$ cat src/rtl/hpdcache_victim_ctrl.sv
// Victim selection controller: directory read, PLRU replacement request, optional dirty eviction.
// Optional event counters are built when HPDCACHE_VICTIM_CTRL_STATS_EN is defined.
//
// state  | meaning
// IDLE   | ready for a refill-allocation request
// DIR_RD | directory read strobe for the captured set
// SELECT | replacement request; policy victim captured
// EVICT  | dirty write-back eviction outstanding
// RESP   | allocation result presented until consumed
module hpdcache_victim_ctrl #(
   parameter int SETS = 64,
   parameter int WAYS = 4
) (
   input  logic                     clk_i,
   input  logic                     rst_i,
   input  logic                     req_valid_i,
   output logic                     req_ready_o,
   input  logic [$clog2(SETS)-1:0]  req_set_i,
   input  logic                     req_updt_plru_i,
   output logic                     dir_rd_o,
   output logic [$clog2(SETS)-1:0]  dir_rd_set_o,
   input  logic [WAYS-1:0]          dir_valid_i,
   input  logic [WAYS-1:0]          dir_wb_i,
   input  logic [WAYS-1:0]          dir_dirty_i,
   output logic                     repl_o,
   output logic [$clog2(SETS)-1:0]  repl_set_o,
   output logic [WAYS-1:0]          repl_dir_valid_o,
   output logic [WAYS-1:0]          repl_dir_wb_o,
   output logic [WAYS-1:0]          repl_dir_dirty_o,
   output logic                     repl_updt_plru_o,
   input  logic [WAYS-1:0]          victim_way_i,
   output logic                     evict_valid_o,
   input  logic                     evict_ready_i,
   output logic [$clog2(SETS)-1:0]  evict_set_o,
   output logic [WAYS-1:0]          evict_way_o,
   output logic                     rsp_valid_o,
   input  logic                     rsp_ready_i,
   output logic [WAYS-1:0]          rsp_way_o,
   output logic                     rsp_evicted_o,
   output logic                     rsp_novictim_o,
   output logic [31:0]              stat_alloc_o,
   output logic [31:0]              stat_evict_o
);

   typedef enum logic [2:0] {IDLE, DIR_RD, SELECT, EVICT, RESP} state_t;

   state_t                    state;
   logic [$clog2(SETS)-1:0]   set_q;
   logic                      updt_q;
   logic                      dirty_hit;

   assign dirty_hit        = |(victim_way_i & dir_valid_i & dir_wb_i & dir_dirty_i);
   assign dir_rd_set_o     = set_q;
   assign repl_set_o       = set_q;
   assign evict_set_o      = set_q;
   assign repl_updt_plru_o = updt_q;
   assign repl_dir_valid_o = dir_valid_i;
   assign repl_dir_wb_o    = dir_wb_i;
   assign repl_dir_dirty_o = dir_dirty_i;

   always_ff @(posedge clk_i) begin
      if (rst_i) begin
         state          <= IDLE;
         set_q          <= '0;
         updt_q         <= 1'b0;
         req_ready_o    <= 1'b1;
         dir_rd_o       <= 1'b0;
         repl_o         <= 1'b0;
         evict_valid_o  <= 1'b0;
         evict_way_o    <= '0;
         rsp_valid_o    <= 1'b0;
         rsp_way_o      <= '0;
         rsp_evicted_o  <= 1'b0;
         rsp_novictim_o <= 1'b0;
      end else begin
         dir_rd_o <= 1'b0;
         repl_o   <= 1'b0;
         case (state)
            IDLE: begin
               if (req_valid_i && req_ready_o) begin
                  set_q       <= req_set_i;
                  updt_q      <= req_updt_plru_i;
                  req_ready_o <= 1'b0;
                  dir_rd_o    <= 1'b1;
                  state       <= DIR_RD;
               end
            end
            DIR_RD: begin
               repl_o <= 1'b1;
               state  <= SELECT;
            end
            SELECT: begin
               rsp_way_o   <= victim_way_i;
               evict_way_o <= victim_way_i;
               if (victim_way_i == '0) begin
                  rsp_novictim_o <= 1'b1;
                  rsp_valid_o    <= 1'b1;
                  state          <= RESP;
               end else if (dirty_hit) begin
                  evict_valid_o <= 1'b1;
                  state         <= EVICT;
               end else begin
                  rsp_valid_o <= 1'b1;
                  state       <= RESP;
               end
            end
            EVICT: begin
               if (evict_ready_i) begin
                  evict_valid_o <= 1'b0;
                  rsp_evicted_o <= 1'b1;
                  rsp_valid_o   <= 1'b1;
                  state         <= RESP;
               end
            end
            RESP: begin
               // no bypass: the next request is only accepted once back in IDLE
               if (rsp_ready_i) begin
                  rsp_valid_o    <= 1'b0;
                  rsp_way_o      <= '0;
                  rsp_evicted_o  <= 1'b0;
                  rsp_novictim_o <= 1'b0;
                  req_ready_o    <= 1'b1;
                  state          <= IDLE;
               end
            end
            default: state <= IDLE;
         endcase
      end
   end

`ifdef HPDCACHE_VICTIM_CTRL_STATS_EN
   logic [31:0] stat_alloc_q;
   logic [31:0] stat_evict_q;

   always_ff @(posedge clk_i) begin
      if (rst_i) begin
         stat_alloc_q <= '0;
         stat_evict_q <= '0;
      end else begin
         if (rsp_valid_o && rsp_ready_i && (stat_alloc_q != 32'hFFFF_FFFF))
            stat_alloc_q <= stat_alloc_q + 32'd1;
         if (evict_valid_o && evict_ready_i && (stat_evict_q != 32'hFFFF_FFFF))
            stat_evict_q <= stat_evict_q + 32'd1;
      end
   end

   assign stat_alloc_o = stat_alloc_q;
   assign stat_evict_o = stat_evict_q;
`else
   assign stat_alloc_o = '0;
   assign stat_evict_o = '0;
`endif

   a_victim_onehot0: assert property (@(posedge clk_i) disable iff (rst_i)
      repl_o |-> $onehot0(victim_way_i));

endmodule

$ cat config.mk
export PLATFORM = sky130hd
export DESIGN_NAME = hpdcache_victim_ctrl
export DESIGN_NICKNAME = d
export VERILOG_FILES = /design/src/rtl/hpdcache_victim_ctrl.sv
export SDC_FILE = /design/constraint.sdc
export NUM_CORES = 1
export LEC_CHECK = 0
export BUFFER_PORTS_ARGS = -buffer_cell sky130_fd_sc_hd__buf_2
export CAP_MARGIN = 5
export CORE_MARGIN = 8
export CORE_UTILIZATION = 41
export CTS_CLUSTER_SIZE = 16
export DETAILED_ROUTE_END_ITERATION = 10
export GPL_ROUTABILITY_DRIVEN = 0
export PLACE_DENSITY = 0.92
export SYNTH_ARGS = -nofsm -noshare
export SYNTH_HDL_FRONTEND = slang
export SYNTH_SLANG_ARGS = --single-unit
$ cat constraint.sdc
create_clock -name clk_i -period 4.4 [get_ports clk_i]
set_clock_uncertainty 0.2 [all_clocks]
set_input_delay 0.88 -clock clk_i [delete_from_list [all_inputs] [get_ports clk_i]]
set_output_delay 0.88 -clock clk_i [all_outputs]
set_load 0.02 [all_outputs]
# Word-level counts from Yosys, hierarchy flattened
# Cells that the tools add are included.
op_classes:
  n_bitwise: 4
  n_mux: 25
  n_eq_ne: 11
  reduce_logical: 18
op_table:
  columns: ["op", "count"]
  rows:
  - ["2-to-1 mux 3 bit", 5]
  - ["case mux 3 bit (5 select lines)", 1]
  - ["bitwise AND 4 bit", 3]
  - ["2-to-1 mux 1 bit", 12]
  - ["inequality test 2 bit (second input constant)", 6]
  - ["AND reduction 3 bit", 4]
  - ["case mux 1 bit (2 select lines)", 4]
  - ["case mux 4 bit (2 select lines)", 1]
  - ["AND reduction 4 bit", 2]
  - ["nonzero test 2 bit", 4]
  - ["equality test 3 x 2 -> 1 bit (second input constant)", 2]
  - ["zero test 4 bit", 1]
  - ["2-to-1 mux 4 bit", 1]
  - ["AND reduction 2 bit", 2]
  - ["OR reduction 4 bit", 1]
  - ["equality test 3 x 1 -> 1 bit (second input constant)", 1]
  - ["equality test 3 bit (second input constant)", 1]
  - ["zero test 3 bit", 1]
  - ["inequality test 3 bit (second input constant)", 1]
  - ["case mux 1 bit (3 select lines)", 1]
  - ["nonzero test 3 bit", 1]
  - ["OR reduction 2 bit", 1]
  - ["logical AND 1 bit", 1]
  - ["NOT 1 bit", 1]
totals:
  in_bits: 28
  output_inout_bits: 110
  reg_bits: 25
  elab_cells: 70

# Logic depth before layout (Yosys ltp)
logic_depth:
  ltp_word: 7
  mapped_depth: 5
  ltp_nobuf: 4

# Worst setup path after synthesis
# OpenSTA, ideal clock, no wires.
synth_path:
  path_kind: "input port to output port"
  startpoint: "input dir_dirty_i[0]"
  endpoint: "output repl_dir_dirty_o[0]"
  path_stages: 1
  t_required_ns: 3.320
  n_path_buf: 1
  setup_slack_ns: 2.306
  arrival_time_ns: 1.014
  cell_sequence: "buf_4"
synth_rtl:
  columns: ["item", "line_no", "rtl"]
  rows:
  - ["start, declared", "24", "input logic [WAYS-1:0] dir_dirty_i,"]
  - ["end, declared", "29", "output logic [WAYS-1:0] repl_dir_dirty_o,"]
# No word-level cell between the ends.

# Worst setup path after layout
layout_path:
  startpoint: "input dir_wb_i[2]"
  endpoint: "output repl_dir_wb_o[2]"
layout_rtl:
  columns: ["item", "line_no", "rtl"]
  rows:
  - ["start, declared", "23", "input logic [WAYS-1:0] dir_wb_i,"]
  - ["end, declared", "28", "output logic [WAYS-1:0] repl_dir_wb_o,"]
# No word-level cell between the ends.

==> flow_summary.ini <==
[power_and_ir_drop]
cellLeakagePower_nw = 0.8918
vdd.ir_drop.worst_v = 0.0002480
power_density_mw_per_mm2 = 392.1

[worst_setup_path]
slowest_stage = buf_2
path_delay_family = buffers and inverters
cp.required_ns = 3.32
worst_ep_arrival_time_ns = 1.14
worstPathMaxFanout = 2
critical_path_class = input port to primary output
max_stage_delay_ns = 0.15
cpMostUsedCell = buf_2
start_kind = input port
cp.buffers_inverters = 2
crit_path_end_kind = primary output
crit_chain = buf_2 > buf_2

[cells_and_area]
areaGrowthSynthToFinish_pct = 2.379
final_cells = 302
fill_cells = 426
drive_above_1_share_pct = 31.35
multi_input_area_um2 = 683.2
finalNetCount = 281
fin_area_mm2 = 0.001669
diodes = 0
regArea_um2 = 500.5

[yosys]
ys_ff_latch = 25
synth_top_family_by_area = buffers and inverters
synth_fa_ha_area_share_pct = 0
yosysWarningCount = 0
synthCells = 203
yosysUniqueCellTypes = 27
synthSimpleGateAreaFrac_pct = 17.50
netlist_area_mm2 = 0.001630
syn_area_per_cell_um2 = 8.031
synth_compound_area_share_pct = 9.670
muxShareOfSynthArea_pct = 0
yosysSeqAreaShare_pct = 30.70
synth_xor_area_share_pct = 0

[global_routing]
grt_pass1_wl_mm = 5.671
grt_pass1_vias = 1305
grt_usage_pct = 11.09
grt_start_max_net_pins = 25
antenna_found_initial = 0
overflow = 0

[clocking]
clock_path_buffers = 2
holdBufCountCts = 0
htree_levels = 1
cts_sinks = 25
tritoncts = yes
cts-buffers-inserted = 3
root_buffer = clkbuf_8
cts_setup_buffers = 0
path_clk_slew_ns = 0.08
cts_resized = 0
clk-insertion-delay-late_ns = 0.27

[die]
die-area_mm2 = 0.006250
die_x_um = 79.06
die_h_um = 79.06
rows = 23
core_mm2 = 0.003914
start_util_pct = 41.66
io_pins = 138

[timing]
setup_violations = 0
max_freq_mhz = 451.2
rsz0062_at_grt = false
drv_slew = 0
period_share_pct = 50.37
fin_ws_ns = 2.184
slew_headroom_pct = 66.43
worst_slew_pin_slew_ns = 0.4989
fin_crit_ns = 2.216
hold_violations = 0
setup_tns_ns = 0
whs_ns = 0.2450

[routing]
firstDrtPassIters = 4
final_antenna_net_count = 0
wl_per_cell_um = 12.71
finalWirelength_mm = 3.837
dr_total_vias = 1255
via_per_inst = 4.156
drt_iter0_drc = 37
drc = 0

[min_path]
hp-class = flop to flop

[outcome]
outcome = completed

[placed_design]
dp_slack_ns = 2.162
dpl.hpwl_mm = 3.346
postPlaceCellArea_mm2 = 0.001623
dpl.cell_count = 298
port_buffers = 73

[job]
maxCapViolations = 0
## per-layer routing
layer	track usage, %	part of all wire, %	vias to the layer above
met2	19.64	47	88
met3	6.321	15	4
met5	0	0	-
met4	2.778	0.86	0
met1	10.84	37	549
li1	-	-	614
## kinds of logic after synthesis
kind of cell	count (synthesis)
buffers and inverters	94
and+or+nand+nor	55
AOI/OAI and AO/OA	28
DFF	25
other	1
## cell usage in the layout (no fill, tap or decap), types with 4 or more instances in the layout
cell	instances
buf_2	73
conb_1	64
nand2_1	30
dfxtp_1	25
a21oi_1	19
nor2_1	4
nand2b_1	4
nand4_1	4
## sequential cells by signal, summed over array words and instances (netlist names)
signal	cells
state	3
evict_way_o	4
repl_o	1
rsp_way_o	4
rsp_valid_o	1
req_ready_o	1
rsp_novictim_o	1
dir_rd_set_o	6
dir_rd_o	1
evict_valid_o	1
repl_updt_plru_o	1
rsp_evicted_o	1
## metrics by stage
step	utilization (%)	power (W)
2_1_floorplan	-	0.0005217
3_3_place_gp	41.46	0.0005231
3_5_place_dp	41.46	0.0005281
4_1_cts	42.65	0.0006637
5_1_grt	42.65	0.0006989
6_report	42.65	0.0006545
## Yosys cell counts
cell | number | area, um^2
a211oi_1 | 3 | 22.52
a21oi_1 | 19 | 95.09
a22oi_1 | 1 | 7.510
a31oi_1 | 3 | 18.77
and3b_1 | 1 | 8.760
and4b_1 | 1 | 10.01
buf_4 | 88 | 660.6
clkbuf_1 | 3 | 11.26
conb_1 | 1 | 3.750
dfxtp_1 | 25 | 500.5
inv_1 | 3 | 11.26
nand2_1 | 30 | 112.6
nand2b_1 | 4 | 25.02
nand3_1 | 1 | 5.000
nand3_2 | 1 | 10.01
nand3b_1 | 2 | 15.01
nand4_1 | 4 | 25.02
nand4b_1 | 1 | 8.760
nor2_1 | 4 | 15.01
nor2b_1 | 1 | 6.260
nor3_1 | 1 | 5.000
nor3b_4 | 1 | 18.77
nor4_1 | 1 | 6.260
o21ai_0 | 1 | 5.000
o221ai_1 | 1 | 8.760
or2_1 | 1 | 6.260
or2b_1 | 1 | 7.510
## layout make-up
type	count	share of cell area, %
clock buffer	3	2.474
clock inverter	1	0.2999
inverter	3	0.6747
multi-input combinational	147	40.93
sequential	25	29.99
tap	50	3.748
timing repair buffer	73	21.89
## final timing paths
kind | endpoint | from | slack [ns] | depth (start not counted)
max | repl_dir_wb_o[2] | dir_wb_i[2] | 2.18 | 2
min | evict_valid_o | evict_valid_o | 0.24 | 2
min reg2reg | evict_valid_o | evict_valid_o | 0.24 | 2
max reg2reg | repl_updt_plru_o | state[0] | 2.64 | 4
## power breakdown
part           total, W  internal (W)  switching, W  leakage (nW)
Combinational  0.000247     0.0000678      0.000179         0.662
Sequential     0.000276      0.000254     0.0000219         0.204
Clock          0.000132     0.0000633     0.0000689        0.0255
No activity file was read; power rests on OpenSTA's default activity.
